==> config.mk <==
export PLATFORM = sky130hd
export DESIGN_NAME = apb_master_arbiter
export DESIGN_NICKNAME = d
export VERILOG_FILES = /design/src/rtl/apb_master_arbiter.sv
export SDC_FILE = /design/constraint.sdc
export NUM_CORES = 1
export LEC_CHECK = 0
export ABC_AREA = 1
export CORE_MARGIN = 2
export CORE_UTILIZATION = 44
export CTS_CLUSTER_DIAMETER = 100
export DETAILED_ROUTE_END_ITERATION = 10
export PLACE_DENSITY = 0.91
export SLEW_MARGIN = 40
export SYNTH_ARGS = -nofsm -noshare
export SYNTH_HDL_FRONTEND = slang
export SYNTH_SLANG_ARGS = --single-unit
==> constraint.sdc <==
create_clock -name PCLK -period 1.85 [get_ports PCLK]
set_input_delay 0.185 -clock PCLK [delete_from_list [all_inputs] [get_ports PCLK]]
set_output_delay 0.185 -clock PCLK [all_outputs]
set_load 0.1 [all_outputs]
==> src/rtl/apb_master_arbiter.sv <==
// apb_master_arbiter: shares one APB slave between two requesters with round-robin grant,
// SETUP/ACCESS sequencing, wait states, error reporting and an ACCESS-phase timeout.
module apb_master_arbiter #(
   parameter int AWIDTH  = 4,
   parameter int DWIDTH  = 8,
   parameter int TIMEOUT = 16
) (
   input  logic                  PCLK,
   input  logic                  PRESETn,
   input  logic [1:0]            req_valid,
   input  logic [1:0]            req_write,
   input  logic [2*AWIDTH-1:0]   req_addr,
   input  logic [2*DWIDTH-1:0]   req_wdata,
   output logic [1:0]            req_ack,
   output logic [1:0]            rsp_valid,
   output logic [DWIDTH-1:0]     rsp_rdata,
   output logic                  rsp_err,
   output logic                  PSEL,
   output logic                  PENABLE,
   output logic                  PWRITE,
   output logic [AWIDTH-1:0]     PADDR,
   output logic [DWIDTH-1:0]     PWDATA,
   input  logic [DWIDTH-1:0]     PRDATA,
   input  logic                  PREADY,
   input  logic                  PSLVERR
);
   localparam int CW = (TIMEOUT > 0) ? $clog2(TIMEOUT + 1) : 1;
   typedef enum logic [1:0] {IDLE, SETUP, ACCESS} state_t;
   state_t        state;
   logic          last_grant;
   logic          grant;
   logic          g;
   logic          timeout_hit;
   logic [CW-1:0] cnt;
   // A lone requester wins outright; a tie goes to whoever was not served last.
   always_comb g = (req_valid == 2'b11) ? ~last_grant : req_valid[1];
   assign timeout_hit = (TIMEOUT != 0) && (cnt == CW'(TIMEOUT - 1));
   always_ff @(posedge PCLK or negedge PRESETn) begin
      if (!PRESETn) begin
         state      <= IDLE;
         last_grant <= 1'b1;
         grant      <= 1'b0;
         cnt        <= '0;
         req_ack    <= '0;
         rsp_valid  <= '0;
         rsp_rdata  <= '0;
         rsp_err    <= 1'b0;
         PSEL       <= 1'b0;
         PENABLE    <= 1'b0;
         PWRITE     <= 1'b0;
         PADDR      <= '0;
         PWDATA     <= '0;
      end else begin
         req_ack   <= '0;
         rsp_valid <= '0;
         case (state)
            IDLE: if (|req_valid) begin
               grant      <= g;
               last_grant <= g;
               req_ack    <= g ? 2'b10 : 2'b01;
               PADDR      <= g ? req_addr[2*AWIDTH-1:AWIDTH] : req_addr[AWIDTH-1:0];
               PWDATA     <= g ? req_wdata[2*DWIDTH-1:DWIDTH] : req_wdata[DWIDTH-1:0];
               PWRITE     <= req_write[g];
               PSEL       <= 1'b1;
               state      <= SETUP;
            end
            SETUP: begin
               PENABLE <= 1'b1;
               cnt     <= '0;
               state   <= ACCESS;
            end
            ACCESS: if (PREADY || timeout_hit) begin
               PSEL      <= 1'b0;
               PENABLE   <= 1'b0;
               rsp_valid <= grant ? 2'b10 : 2'b01;
               rsp_err   <= PREADY ? PSLVERR : 1'b1;
               rsp_rdata <= (PREADY && !PWRITE) ? PRDATA : '0;
               state     <= IDLE;
            end else begin
               cnt <= (&cnt) ? cnt : cnt + CW'(1);
            end
            default: state <= IDLE;
         endcase
      end
   end
endmodule

[Word level (Yosys, flattened, before mapping)]
Cells that the tools add are included.
Operators by class
  reductions and logical operators: 14
  $add $sub $neg: 1
  mux-type cells: 23
  div/mod/pow operators: 0
  magnitude comparators: 1
  shift-type cells: 0
  bitwise gates (word level): 1
  multipliers: 0
  eq/ne operators: 8
Operators with widths (number)
  2-bit two-way mux: 8
  8-bit two-way mux: 2
  5-bit two-way mux: 2
  5-bit case mux with 2 select lines: 1
  2-bit inequality test (second input constant): 4
  2-bit AND reduction: 4
  1-bit two-way mux: 6
  2-bit case mux with 3 select lines: 1
  3-bit AND reduction: 2
  5-bit by 1-bit adder with 5-bit output (second input constant): 1
  5-bit by 4-bit equality test with 1-bit output (second input constant): 1
  5-bit AND reduction: 1
  2-bit equality test (second input constant): 2
  4-bit two-way mux: 1
  1-bit case mux with 2 select lines: 2
  2-bit nonzero test: 2
  2-bit by 1-bit equality test with 1-bit output (second input constant): 1
  2-bit logical NOT: 1
  1-bit by 2-bit less-than comparator with 1-bit output (second input constant): 1
  2-bit OR reduction: 1
  1-bit logical AND: 1
  1-bit logical NOT: 1
  1-bit logical OR: 1
  1-bit NOT: 1
Word-level totals
  memories: 0
  flip-flop bits (word level): 37
  input bits: 40
  ROM bits: 0
  word-level logic and storage cells: 61
  bits in latches: 0
  memory bits (writable): 0

[Depth between registers and ports, before layout]
  depth in word-level cells: 5
  depth in mapped cells: 10
  depth with buffers taken out: 10

[Least setup slack after synthesis]
OpenSTA, ideal clock, no wires.
  path type: reg-to-reg
  start: reg cnt[0]
  end: reg rsp_rdata[0]
  arrival time: 1525 ps
  data required time: 1782 ps
  slack: 257 ps
  library setup time: 68 ps
  stages on the path, launching flop included: 9
  cell sequence: dfrtp_1 ha_1 nand2_1 nor2_1 ha_1 o21ai_1 buf_4 nand2_1 nand2_1
On the way
  longest elaborated chain between the ends: 3
Ends and longest elaborated chain
  from (decl): line 34  | logic [CW-1:0] cnt;
  from (signal assigned): line 80  | cnt <= (&cnt) ? cnt : cnt + CW'(1);
  5-bit by 4-bit equality test with 1-bit output: line 37  | assign timeout_hit = (TIMEOUT != 0) && (cnt == CW'(TIMEOUT - 1));
  1-bit logical OR: line 72  | ACCESS: if (PREADY || timeout_hit) begin
  2-bit AND reduction (no line)
  to (signal assigned): line 77  | rsp_rdata <= (PREADY && !PWRITE) ? PRDATA : '0;
  to (decl): line 16  | output logic [DWIDTH-1:0] rsp_rdata,
No other way between the ends.
A chain may end at the register's enable or synchronous reset.

[Final worst setup path]
  start: reg cnt[0]
  end: reg cnt[0]
On the way
  longest elaborated chain between the ends: 4
  elaborated cells on any way between the ends: 10
  those cells by class: add/sub (1); eq/ne (3); mux (3); reduce/logical (3)
Ends and longest elaborated chain (line)
  5-bit by 1-bit adder with 5-bit output or 5-bit by 4-bit equality test with 1-bit output (tied branches): 80, 37
  5-bit two-way mux or 1-bit logical OR (tied branches): 80, 72
  5-bit two-way mux or 2-bit inequality test (tied branches)
  5-bit case mux with 2 select lines or 3-bit AND reduction (tied branches)
Parallel ways exist; a longest one is shown, timed or not. The select of a mux whose other input is x is not followed.

==> impl_metrics.py <==
metrics = {
    "floorplan": {
        "fp.coreArea_um2": 3970,
        "num_rows": 23,
        "io_pins": 68,
        "die_y_um": 68.0,
        "initial_core_util": 0.454,
        "chipWidth_um": 68.0,
        "die-area_um2": 4620,
    },
    "timing": {
        "setup_violations": 0,
        "max_freq_mhz": 585,
        "max_slew_margin": 0.691,
        "worst_clock_skew_ns": 0.00568,
        "hold_viol": 0,
        "layout_setup_ws_ns": 0.140,
        "rsz0062_at_grt": "false",
        "maxSlewViolCount": 0,
        "period_needed_ns": 1.71,
        "post-route-period-util": 0.924,
        "worst_slew_pin_slew_ns": 0.462,
        "setup_tns_ns": 0,
    },
    "route": {
        "route.met2.wl_mm": 2.24,
        "vias": 1696,
        "dr.pass1.iters": 4,
        "met1_length_mm": 1.72,
        "detail-route-antenna-nets": 0,
        "met3_length_um": 224,
        "routed_wl_mm": 4.23,
        "drtIter0Drc": 146,
        "wl_per_cell_um": 12.0,
        "viasPerCell": 4.83,
        "drc": 0,
        "top_layer": "met4",
    },
    "worst_setup_path": {
        "crit_type": "reg -> reg",
        "crit_path_max_incr_delay_ns": 0.43,
        "crit_arrival_ns": 1.94,
        "rr_endpoint": "cnt[0]",
        "rr_startpoint": "cnt[0]",
        "crit_top_cell": "nand2_1",
        "start_kind": "flop",
        "path_depth": 9,
        "rr_worst_depth": 9,
        "crit_slowest_cell": "dfrtp_1",
        "path_max_fanout": 5,
        "critPathCaptureType": "flop",
        "crit_family": "simple AND/OR/NAND/NOR gates",
        "cp_data_required_time_ns": 2.08,
        "rrSetupSlack_ns": 0.14,
        "path_buf_inv": 0,
        "path_cells": "ha_1 > nand2_1 > nor2_1 > ha_1 > nor2_1 > nand2_1 > nor2_2 > nand2_1 > nand2_1",
    },
    "grt": {
        "antenna_found_initial": 0,
        "grt_max_degree": 38,
        "grt_util_all_layers": 0.193,
        "grt_pass1_vias": 1583,
        "grt_pass1_wl_mm": 6.70,
        "grt_overflow": 0,
    },
    "layout": {
        "diodes": 0,
        "final_net_count": 346,
        "drive_above_1_share": 0.163,
        "fillers": 317,
        "syn2layout_area_growth_pct": 41.9,
        "post-route-util": 0.644,
    },
    "cts": {
        "htree_levels": 2,
        "worstSkewPairLatency_ns": 0.29,
        "cts_setup_buffers": 0,
        "clk_path_buf_depth": 2,
        "clk_pin_slew_ns": 0.07,
        "clock-root-buffer": "clkbuf_8",
        "cts_made_buffers": 5,
        "cts_sinks": 37,
        "cts_tree": "yes",
    },
    "status": {
        "status": "finished clean",
    },
    "yosys": {
        "yosysSeqAreaShare": 0.515,
        "netlist_area_um2": 1800,
        "synth.distinct_cells": 19,
        "ys_warn_count": 0,
        "avgSynthCellArea_um2": 7.97,
        "synth.net_count": 272,
        "netlist_instances": 226,
        "synth-seq-cells": 37,
    },
    "placement": {
        "gp_congestion": 0.778,
        "portBuffers": 67,
        "pre_cts_ws_ns": 0.152,
        "hpwlAfterDp_mm": 3.23,
    },
    "run": {
        "maxCapViolCount": 0,
    },
    "min_path": {
        "worst_hold_path_type": "in -> async",
    },
}
[how the worst max path moves through the flow]
| stage | from | to |
|---|---|---|
| after CTS | cnt[0] | cnt[1] |
| after global routing | cnt[0] | cnt[4] |
| after detailed placement | cnt[0] | cnt[3] |
| after global placement | cnt[0] | cnt[0] |
| after floorplan | cnt[0] | rsp_rdata[0] |
| final | cnt[0] | cnt[0] |
[worst register-to-register path: stages, from the launching register on]
cell and delay, ns:
dfrtp_1 0.43, ha_1 0.23, nand2_1 0.09, nor2_1 0.06, ha_1 0.20, nor2_1 0.20, nand2_1 0.14, nor2_2 0.17
nand2_1 0.07, nand2_1 0.07
[metrics by stage]
stage | area (um^2) | cells | hold slack [ns]
after detailed placement | 2460 | 342 | 0.310
after floorplan | 1800 | 226 | -0.111
final | 2560 | 351 | 0.408
after global routing | 2560 | 351 | 0.437
after CTS | 2550 | 351 | 0.431
after global placement | 2460 | 342 | 0.313
[sequential cells by signal, indices dropped and copies added (netlist names)]
name        cells
rsp_err         1
PWDATA          8
PWRITE          1
state           2
grant           1
PENABLE         1
PSEL            1
req_ack         2
cnt             5
rsp_valid       2
PADDR           4
rsp_rdata       8
last_grant      1
[layer usage]
layer | vias up | track usage
li1 | 848 | -
met1 | 802 | 0.216
met2 | 41 | 0.345
met3 | 5 | 0.0378
met4 | 0 | 0.0975
met5 | - | 0
[layout make-up]
type                            count  area [um^2]  share of cell area
Sequential cell                    37          927               0.363
Inverter                           30          113              0.0440
Clock inverter                      3         17.5             0.00685
Clock buffer                        5         68.8              0.0269
Multi-Input combinational cell    153          723               0.283
Tap cell                           50         62.6              0.0245
Timing Repair Buffer               73          646               0.252
[Yosys cell counts]
cell | n | area share
ha_1 | 6 | 0.042
o21ai_1 | 1 | 0.0028
nor2_4 | 1 | 0.0062
buf_2 | 3 | 0.0083
inv_1 | 29 | 0.060
nand3b_1 | 10 | 0.042
nor2_2 | 2 | 0.0069
nand4_1 | 1 | 0.0035
a21oi_1 | 1 | 0.0028
buf_6 | 1 | 0.0062
nand3_1 | 25 | 0.069
nand2_2 | 1 | 0.0035
dfrtp_1 | 36 | 0.50
nand2_1 | 88 | 0.18
buf_4 | 2 | 0.0083
inv_2 | 1 | 0.0021
dfstp_2 | 1 | 0.015
nor2_1 | 13 | 0.027
o21ai_0 | 4 | 0.011
[timing repair]
item,CTS,global route
hold buffers,1,0
resized for setup,0,1
endpoints found under the hold margin,20,0
setup endpoints to repair,0,4
[cell families after synthesis]
| group | after synthesis | share of synthesized area |
|---|---|---|
| buffers and inverters | 36 | 0.0854 |
| AND/OR/NAND/NOR | 141 | 0.342 |
| adder cells (fa/ha/maj) | 6 | 0.0417 |
| AO/OA/AOI/OAI | 6 | 0.0167 |
| flip-flops | 37 | 0.515 |
[cell usage in the layout, fill, tap and decap left out, drive strengths merged, types with 6 or more instances in the layout]
| cell type | count |
|---|---|
| ha | 6 |
| nand3 | 25 |
| clkdlybuf4s50 | 38 |
| nand2 | 89 |
| nor2 | 16 |
| inv | 30 |
| nand3b | 10 |
| buf | 34 |
| dfrtp | 36 |
Power is left out: the tool's default activity adds up to more than one toggle a clock period on the data nets, which glitch-free logic cannot reach.
